==> src/rtl/wb_stream_pkg.sv <==
`default_nettype none
// ============================================================================
// Module      : wb_stream_pkg
// Description : Shared message layout and state encoding for the Wishbone
//               stream master and its slave-side counterpart.
// Revision    : 1.0 - initial release
// ============================================================================
package wb_stream_pkg;

    // Command message: [68] we, [67:64] sel, [63:32] dat, [31:0] adr
    localparam int CMD_W   = 69;
    localparam int WE_BIT  = 68;
    localparam int SEL_LSB = 64;
    localparam int DAT_LSB = 32;
    localparam int ADR_LSB = 0;

    // Response message: [32] err, [31:0] data
    localparam int RESP_W  = 33;
    localparam int ERR_BIT = 32;

    typedef enum logic [1:0] {
        IDLE = 2'd0,
        BUS  = 2'd1,
        RESP = 2'd2
    } state_t;

endpackage
`default_nettype wire

==> src/rtl/wb_timeout_counter.sv <==
`default_nettype none
// ============================================================================
// Module      : wb_timeout_counter
// Description : Saturating cycle counter with synchronous clear and an
//               expired flag raised while the count equals LIMIT-1.
//               LIMIT = 0 disables expiry entirely.
// Revision    : 1.0 - initial release
// ============================================================================
module wb_timeout_counter #(
    parameter int unsigned LIMIT = 255
) (
    input  logic clk,
    input  logic rst_n,
    input  logic clear,
    input  logic enable,
    output logic expired
);

    // A zero limit still needs a legal one-bit register.
    localparam int unsigned CNT_W = (LIMIT > 0) ? $clog2(LIMIT + 1) : 1;
    localparam logic [CNT_W-1:0] CNT_MAX = {CNT_W{1'b1}};

    logic [CNT_W-1:0] count;

    // Count enabled cycles, holding at the maximum value instead of wrapping.
    always_ff @(posedge clk or negedge rst_n) begin
        if (!rst_n) begin
            count <= '0;
        end else if (clear) begin
            count <= '0;
        end else if (enable && (count != CNT_MAX)) begin
            count <= count + 1'b1;
        end
    end

    if (LIMIT > 0) begin : g_limit
        localparam logic [CNT_W-1:0] LAST = CNT_W'(LIMIT - 1);
        assign expired = (count == LAST);
    end else begin : g_no_limit
        assign expired = 1'b0;
    end

endmodule
`default_nettype wire

==> src/rtl/wb_stream_master.sv <==
`default_nettype none
// ============================================================================
// Module      : wb_stream_master
// Description : Wishbone classic-cycle initiator fed by a val/rdy command
//               stream. One single-beat read or write per command, one
//               outstanding transaction, response returned with an error
//               flag on a val/rdy response stream. A timeout aborts cycles
//               to a slave that never answers.
// Revision    : 1.0 - initial release
// ============================================================================
module wb_stream_master
    import wb_stream_pkg::*;
#(
    parameter int unsigned TIMEOUT_CYCLES = 255
) (
    input  logic              wb_clk_i,
    input  logic              wb_rst_ni,
    input  logic              cmd_val,
    output logic              cmd_rdy,
    input  logic [CMD_W-1:0]  cmd_msg,
    output logic              resp_val,
    input  logic              resp_rdy,
    output logic [RESP_W-1:0] resp_msg,
    output logic              wbm_cyc_o,
    output logic              wbm_stb_o,
    output logic              wbm_we_o,
    output logic [3:0]        wbm_sel_o,
    output logic [31:0]       wbm_adr_o,
    output logic [31:0]       wbm_dat_o,
    input  logic [31:0]       wbm_dat_i,
    input  logic              wbm_ack_i,
    input  logic              wbm_err_i
);

    state_t            state;
    state_t            state_next;
    logic              started;      // set on the first edge after reset release
    logic              accept;
    logic              capture;
    logic              in_bus;
    logic              expired;
    logic              cmd_we;
    logic [3:0]        cmd_sel;
    logic [31:0]       cmd_adr;
    logic [31:0]       cmd_dat;
    logic [RESP_W-1:0] resp_q;
    logic [RESP_W-1:0] resp_next;

    assign in_bus = (state == BUS);

    // State register plus the post-reset ready enable.
    always_ff @(posedge wb_clk_i or negedge wb_rst_ni) begin
        if (!wb_rst_ni) begin
            state   <= IDLE;
            started <= 1'b0;
        end else begin
            state   <= state_next;
            started <= 1'b1;
        end
    end

    // Next state, handshakes and response capture; ack beats err beats timeout.
    always_comb begin
        state_next = state;
        cmd_rdy    = 1'b0;
        accept     = 1'b0;
        capture    = 1'b0;
        resp_next  = '0;
        case (state)
            IDLE: begin
                cmd_rdy = started;
                if (cmd_val && started) begin
                    accept     = 1'b1;
                    state_next = BUS;
                end
            end
            BUS: begin
                if (wbm_ack_i) begin
                    capture                = 1'b1;
                    resp_next[ERR_BIT-1:0] = cmd_we ? 32'h0 : wbm_dat_i;
                    state_next             = RESP;
                end else if (wbm_err_i || expired) begin
                    capture            = 1'b1;
                    resp_next[ERR_BIT] = 1'b1;
                    state_next         = RESP;
                end
            end
            RESP: begin
                if (resp_rdy) begin
                    state_next = IDLE;
                end
            end
            default: begin
                state_next = IDLE;
            end
        endcase
    end

    // Command fields are latched once at accept and held for the whole cycle.
    always_ff @(posedge wb_clk_i or negedge wb_rst_ni) begin
        if (!wb_rst_ni) begin
            cmd_we  <= 1'b0;
            cmd_sel <= '0;
            cmd_adr <= '0;
            cmd_dat <= '0;
        end else if (accept) begin
            cmd_we  <= cmd_msg[WE_BIT];
            cmd_sel <= cmd_msg[SEL_LSB +: 4];
            cmd_adr <= cmd_msg[ADR_LSB +: 32];
            cmd_dat <= cmd_msg[DAT_LSB +: 32];
        end
    end

    // Response is captured at the terminating edge and held through any stall.
    always_ff @(posedge wb_clk_i or negedge wb_rst_ni) begin
        if (!wb_rst_ni) begin
            resp_q <= '0;
        end else if (capture) begin
            resp_q <= resp_next;
        end
    end

    wb_timeout_counter #(
        .LIMIT (TIMEOUT_CYCLES)
    ) u_timeout (
        .clk     (wb_clk_i),
        .rst_n   (wb_rst_ni),
        .clear   (accept),
        .enable  (in_bus && !wbm_ack_i && !wbm_err_i),
        .expired (expired)
    );

    // Bus outputs decode straight from state so reset drops them at once.
    assign wbm_cyc_o = in_bus;
    assign wbm_stb_o = in_bus;
    assign wbm_we_o  = in_bus & cmd_we;
    assign wbm_sel_o = in_bus ? cmd_sel : 4'h0;
    assign wbm_adr_o = in_bus ? cmd_adr : 32'h0;
    assign wbm_dat_o = in_bus ? cmd_dat : 32'h0;

    assign resp_val  = (state == RESP);
    assign resp_msg  = resp_q;

endmodule
`default_nettype wire

==> config.mk <==
export PLATFORM = sky130hd
export DESIGN_NAME = wb_stream_master
export DESIGN_NICKNAME = d
export VERILOG_FILES = /design/src/rtl/wb_stream_pkg.sv /design/src/rtl/wb_timeout_counter.sv /design/src/rtl/wb_stream_master.sv
export SDC_FILE = /design/constraint.sdc
export NUM_CORES = 1
export LEC_CHECK = 0
export CAP_MARGIN = 25
export CORE_UTILIZATION = 46
export DETAILED_ROUTE_END_ITERATION = 7
export GPL_ROUTABILITY_DRIVEN = 0
export GPL_TIMING_DRIVEN = 0
export PLACE_DENSITY = 0.84
export SYNTH_ARGS = -nofsm -noshare
export SYNTH_HDL_FRONTEND = slang
export SYNTH_HIERARCHICAL = 1
export SYNTH_SLANG_ARGS = --single-unit
==> constraint.sdc <==
create_clock -name wb_clk_i -period 4.05 [get_ports wb_clk_i]
set_input_delay 0.81 -clock wb_clk_i [delete_from_list [all_inputs] [get_ports wb_clk_i]]
set_output_delay 0.81 -clock wb_clk_i [all_outputs]
set_load 0.05 [all_outputs]
# ---- Word level (Yosys, flattened, before mapping)
# Index checks and enable logic that the tools add are counted.
dict set report word_totals {
  regBits 113
  in_bits 107
  output_inout_bits 106
  elab_cells 47
}
dict set report classes {
  add_sub_neg 1
  eq_ne 7
  n_mux 20
  bitwise_logic 1
  reduce_logical 10
}
# cell count
set op_table {}
lappend op_table {{$mux W32} 4}
lappend op_table {{$mux W33} 1}
lappend op_table {{$mux W8} 2}
lappend op_table {{$add A8 B1 Y8 const B} 1}
lappend op_table {{$eq A8 B8 Y1 const B} 1}
lappend op_table {{$mux W2} 4}
lappend op_table {{$ne A8 B8 Y1 const B} 1}
lappend op_table {{$mux W1} 7}
lappend op_table {{$pmux W2 S3} 1}
lappend op_table {{$logic_and A1 B1 Y1} 4}
lappend op_table {{$mux W4} 1}
lappend op_table {{$ne A3 B2 Y1 const B} 1}
lappend op_table {{$reduce_and A3 Y1} 1}
lappend op_table {{$eq A2 B1 Y1 const B} 1}
lappend op_table {{$eq A2 B2 Y1 const B} 1}
lappend op_table {{$logic_not A1 Y1} 2}
lappend op_table {{$logic_not A2 Y1} 1}
lappend op_table {{$ne A2 B1 Y1 const B} 1}
lappend op_table {{$ne A2 B2 Y1 const B} 1}
lappend op_table {{$reduce_bool A2 Y1} 1}
lappend op_table {{$and A1 B1 Y1} 1}
lappend op_table {{$logic_or A1 B1 Y1} 1}

# ---- Longest topological paths before layout
dict set report depth {
  ltp_word 6
  depth_mapped 7
  mapped_depth_nobuf 6
}

# ---- By module
# Netlist, hierarchy kept.
# module n_inst cells_per_inst area_per_inst_um2 seq_area_each_um2
set by_module_without_submodules {}
lappend by_module_without_submodules {wb_stream_master 1 314 4374.2 2627.5}
lappend by_module_without_submodules {wb_timeout_counter 1 52 508.0 200.2}

# ---- Worst setup path before layout
# Ideal clock, no wire load.
dict set report synth_timing {
  path_type {register -> output}
  startpoint {register state[1]}
  endpoint {output port wbm_dat_o[24]}
  arrival_ns 1.611
  required_ns 3.240
  path_slack_ns 1.629
  stages_incl_launch_ff 6
  path_buffers 2
  cell_sequence {dfrtp_1 -> nand2b_1 -> inv_1 -> buf_2 -> buf_2 -> and2_1}
}
dict set report synth_via {
  elab_chain_len 2
}
# item line
set synth_lines {}
lappend synth_lines {{start, declared} wb_stream_master.sv:35} ;# state_t state;
lappend synth_lines {{start signal, assigned} wb_stream_master.sv:57} ;# state <= state_next;
lappend synth_lines {{$eq A2 B1 Y1} wb_stream_master.sv:49} ;# assign in_bus = (state == BUS);
lappend synth_lines {{via wbm_cyc_o} wb_stream_master.sv:24} ;# output logic wbm_cyc_o,
lappend synth_lines {{$mux W32} wb_stream_master.sv:139} ;# assign wbm_dat_o = in_bus ? cmd_dat : 32'h0;
lappend synth_lines {{end, declared} wb_stream_master.sv:29} ;# output logic [31:0] wbm_dat_o,
# The timed path passes the listed nets, and every way through them passes these cells.

# ---- Worst setup path in the final report
dict set report layout_timing {
  startpoint {register state[1]}
  endpoint {output port wbm_sel_o[1]}
}
dict set report layout_via {
  elab_chain_len 2
}
# item line
set layout_lines {}
lappend layout_lines {{$eq A2 B1 Y1} wb_stream_master.sv:49}
lappend layout_lines {{$mux W4} wb_stream_master.sv:137} ;# assign wbm_sel_o = in_bus ? cmd_sel : 4'h0;
lappend layout_lines {{end, declared} wb_stream_master.sv:27} ;# output logic [3:0] wbm_sel_o,
# No other way between the ends.

==> flow_metrics.env <==
export IMPL_grt_use_total=0.2481
export IMPL_holdCritPathClass="input pin to asynchronous set/reset pin"
export IMPL_cts_tree="built"
export IMPL_r2r_start="u_timeout/count[2]"
export IMPL_root_buffer="clkbuf_8"
export IMPL_finalHoldViolCount=0
export IMPL_tightest_slew_ns=0.7505
export IMPL_synth_compound_area_share=0.08380
export IMPL_grt_max_degree=59
export IMPL_vias=3744
export IMPL_synth_seq_cells=113
export IMPL_coreArea_mm2=0.01032
export IMPL_synth_simple_area_share=0.1253
export IMPL_netlist_instances=366
export IMPL_drtIter0Drc=166
export IMPL_nets=707
export IMPL_numCtsBuffers=17
export IMPL_layout_drive_gt1_share=0.1002
export IMPL_cp_start_kind="register"
export IMPL_syn_nets=475
export IMPL_max_freq_mhz=265.2
export IMPL_wl_per_cell_um=16.86
export IMPL_p_seq_frac=0.342
export IMPL_syn2layout_area_growth_pct=59.02
export IMPL_dpl_instance_area_mm2=0.007199
export IMPL_cts_max_level=4
export IMPL_start_util=0.4729
export IMPL_setup_slack_ns=0.2789
export IMPL_die_height_um=105.0
export IMPL_clock_latency_ns=0.50
export IMPL_crit_required_ns=3.24
export IMPL_slew_headroom=0.4997
export IMPL_postCtsSetupBuffers=0
export IMPL_fin_crit_sh=0.9311
export IMPL_fin_area_mm2=0.007764
export IMPL_ys_flop_type="dfrtp_1"
export IMPL_cts_sinks=113
export IMPL_synthTopCellsByCount="113 x dfrtp_1, 70 x and2_1, 69 x mux2_1"
export IMPL_synth_async_reset_ratio=1.000
export IMPL_drtPass1Iterations=4
export IMPL_clk_pin_slew_worst_paths_ns=0.05
export IMPL_ctsResizeCount=0
export IMPL_synth_top_cell_by_area="dfrtp_1"
export IMPL_die_width_um=105.0
export IMPL_synth_area_per_cell_um2=13.34
export IMPL_synth_xor_area_share=0
export IMPL_dp_slack_ns=0.7217
export IMPL_die_area_mm2=0.01103
export IMPL_synth_edf_count=0
export IMPL_dpl_hpwl_mm=9.148
export IMPL_yosys_warnings=6
export IMPL_drc=0
export IMPL_finalSetupViolations=0
export IMPL_swShare=0.3547
export IMPL_ys_seq_area_frac=0.5792
export IMPL_power_frac_clock=0.289
export IMPL_ant_nets=0
export IMPL_status="complete, no violations"
export IMPL_synthAdderAreaFrac=0.005126
export IMPL_vias_per_cell=5.026
export IMPL_ctsHoldBuffers=0
export IMPL_gr_total_overflow=0
export IMPL_n_fill_cell=672
export IMPL_routed_wirelength_mm=12.56
export IMPL_combPwrFrac=0.369
export IMPL_slew_viol_final=0
export IMPL_r2r_end="resp_msg[6]"
export IMPL_synth_top_area_frac=0.5792
export IMPL_fin_skew_ns=0.004431
export IMPL_num_antenna_cells=0
export IMPL_powerDensity_mw_per_mm2=619.2
export IMPL_path_max_fanout=10
export IMPL_rsz0062_at_grt="false"
export IMPL_yosysMostFrequentCell="dfrtp_1"
export IMPL_portBuffers=212
export IMPL_leakagePower_nw=3.324
export IMPL_ios=213
export IMPL_synth_area_mm2=0.004882
export IMPL_holdWs_ns=0.3665
export IMPL_synth_area_leaders="dfrtp_1 58%, mux2_1 16%, and2_1 9.0%, a22o_1 5.7%, buf_6 2.1%"
export IMPL_worstPathArrival_ns=2.96
export IMPL_post_route_min_period_ns=3.771
export IMPL_ff2ff_path_depth=7
export IMPL_netlist_cell_type_count=36
export IMPL_synth_top_family_by_area="multiplexers"
export IMPL_grt_pass1_wl_mm=20.89
export IMPL_peakVddDrop_mv=0.3816
export IMPL_utilization=0.7520
export IMPL_p_sw_mw=1.705
export IMPL_synthMuxAreaShare=0.1615
export IMPL_intPower_mw=3.102
export IMPL_path_class="register to output port"
export IMPL_antenna_found_initial=0
export IMPL_grt_pass1_vias=4038
export IMPL_clockBufferDepth=2
export IMPL_drv_cap=0
export IMPL_rows=37
export IMPL_r2r_slack_ns=1.94
export IMPL_cp_end_kind="output port"
[layer usage]
layer | routed length [µm] | GRT usage | vias to the layer above
li1 | - | - | 1747
met1 | 5007 | 0.2894 | 1826
met2 | 6510 | 0.4295 | 158
met3 | 932 | 0.08796 | 13
met4 | 111 | 0.07243 | 0
met5 | 0 | 0 | -
[cell type report]
cell class | count | area [µm²] | area share
multi-input combinational | 220 | 1838 | 0.2367
timing repair buffer | 213 | 2147 | 0.2766
tap | 136 | 170.2 | 0.02192
inverter | 6 | 22.52 | 0.002901
buffer | 27 | 193.9 | 0.02498
sequential | 113 | 2828 | 0.3642
clock inverter | 5 | 50.05 | 0.006446
clock buffer | 25 | 514.2 | 0.06624
[sequential cells by signal, summed over array words and instances, names as in the netlist]
signal,flops
u_timeout/count,8
cmd_we,1
started,1
state,2
cmd_dat,32
resp_msg,33
cmd_sel,4
cmd_adr,32
[worst max-delay path, cell delays in order (launching register included)]
cell and delay, ns:
dfrtp_1 0.40, nand2b_1 0.21, inv_1 0.10, buf_2 0.25, clkbuf_1 0.46, and2_1 0.20, clkdlybuf4s50_1 0.84
[power groups by stage]
stage          clock, mW  combinational [mW]  sequential [mW]
6_report            1.39                1.77             1.65
4_1_cts             1.42                1.79             1.65
3_5_place_dp           0                1.78             1.66
3_3_place_gp           0                1.74             1.64
2_1_floorplan          0               0.755             2.01
5_1_grt             1.47                1.86             1.69
[how the worst max path moves through the flow]
stage              start       endpoint  slack (ns)  cells past startpoint
6_report        state[1]   wbm_sel_o[1]        0.28                      6
5_1_grt         state[1]   wbm_sel_o[1]        0.10                      6
4_1_cts         state[1]   wbm_sel_o[1]        0.17                      6
3_5_place_dp    state[1]   wbm_sel_o[1]        0.72                      6
3_3_place_gp   wb_rst_ni   resp_msg[24]       -2.06                      1
2_1_floorplan   state[1]  wbm_dat_o[24]        1.63                      5
[cell usage in the layout (no fill, tap or decap), types with 2 or more instances in the layout]
master           instances
nor3_1                   5
nor2_1                   3
buf_4                    5
clkbuf_8                 8
ha_1                     2
a21oi_1                  6
nor3b_2                  2
and3_1                   3
nand2b_1                 2
inv_1                    6
and2_1                  70
a311oi_1                 2
a211oi_1                 2
nand3_1                  4
clkdlybuf4s50_1        211
clkbuf_16               16
buf_2                    8
mux2_1                  69
clkinv_2                 4
a41oi_1                  2
a22o_1                  32
dfrtp_1                113
buf_6                    9
clkbuf_1                 7
[kinds of logic after synthesis]
logic type	after synthesis
AOI/OAI and AO/OA	50
buffers and inverters	33
muxes	70
other	1
DFF	113
adders and majority gates	2
and+or+nand+nor	97
[through the flow]
stage	total power [mW]	std cells	TNS (ns)
6_report	4.808	745	0
5_1_grt	5.030	745	0
4_1_cts	4.855	745	0
3_5_place_dp	3.441	715	0
3_3_place_gp	3.381	714	-231.50
2_1_floorplan	2.766	366	0
Note: power is estimated with default switching activity, not from simulation.
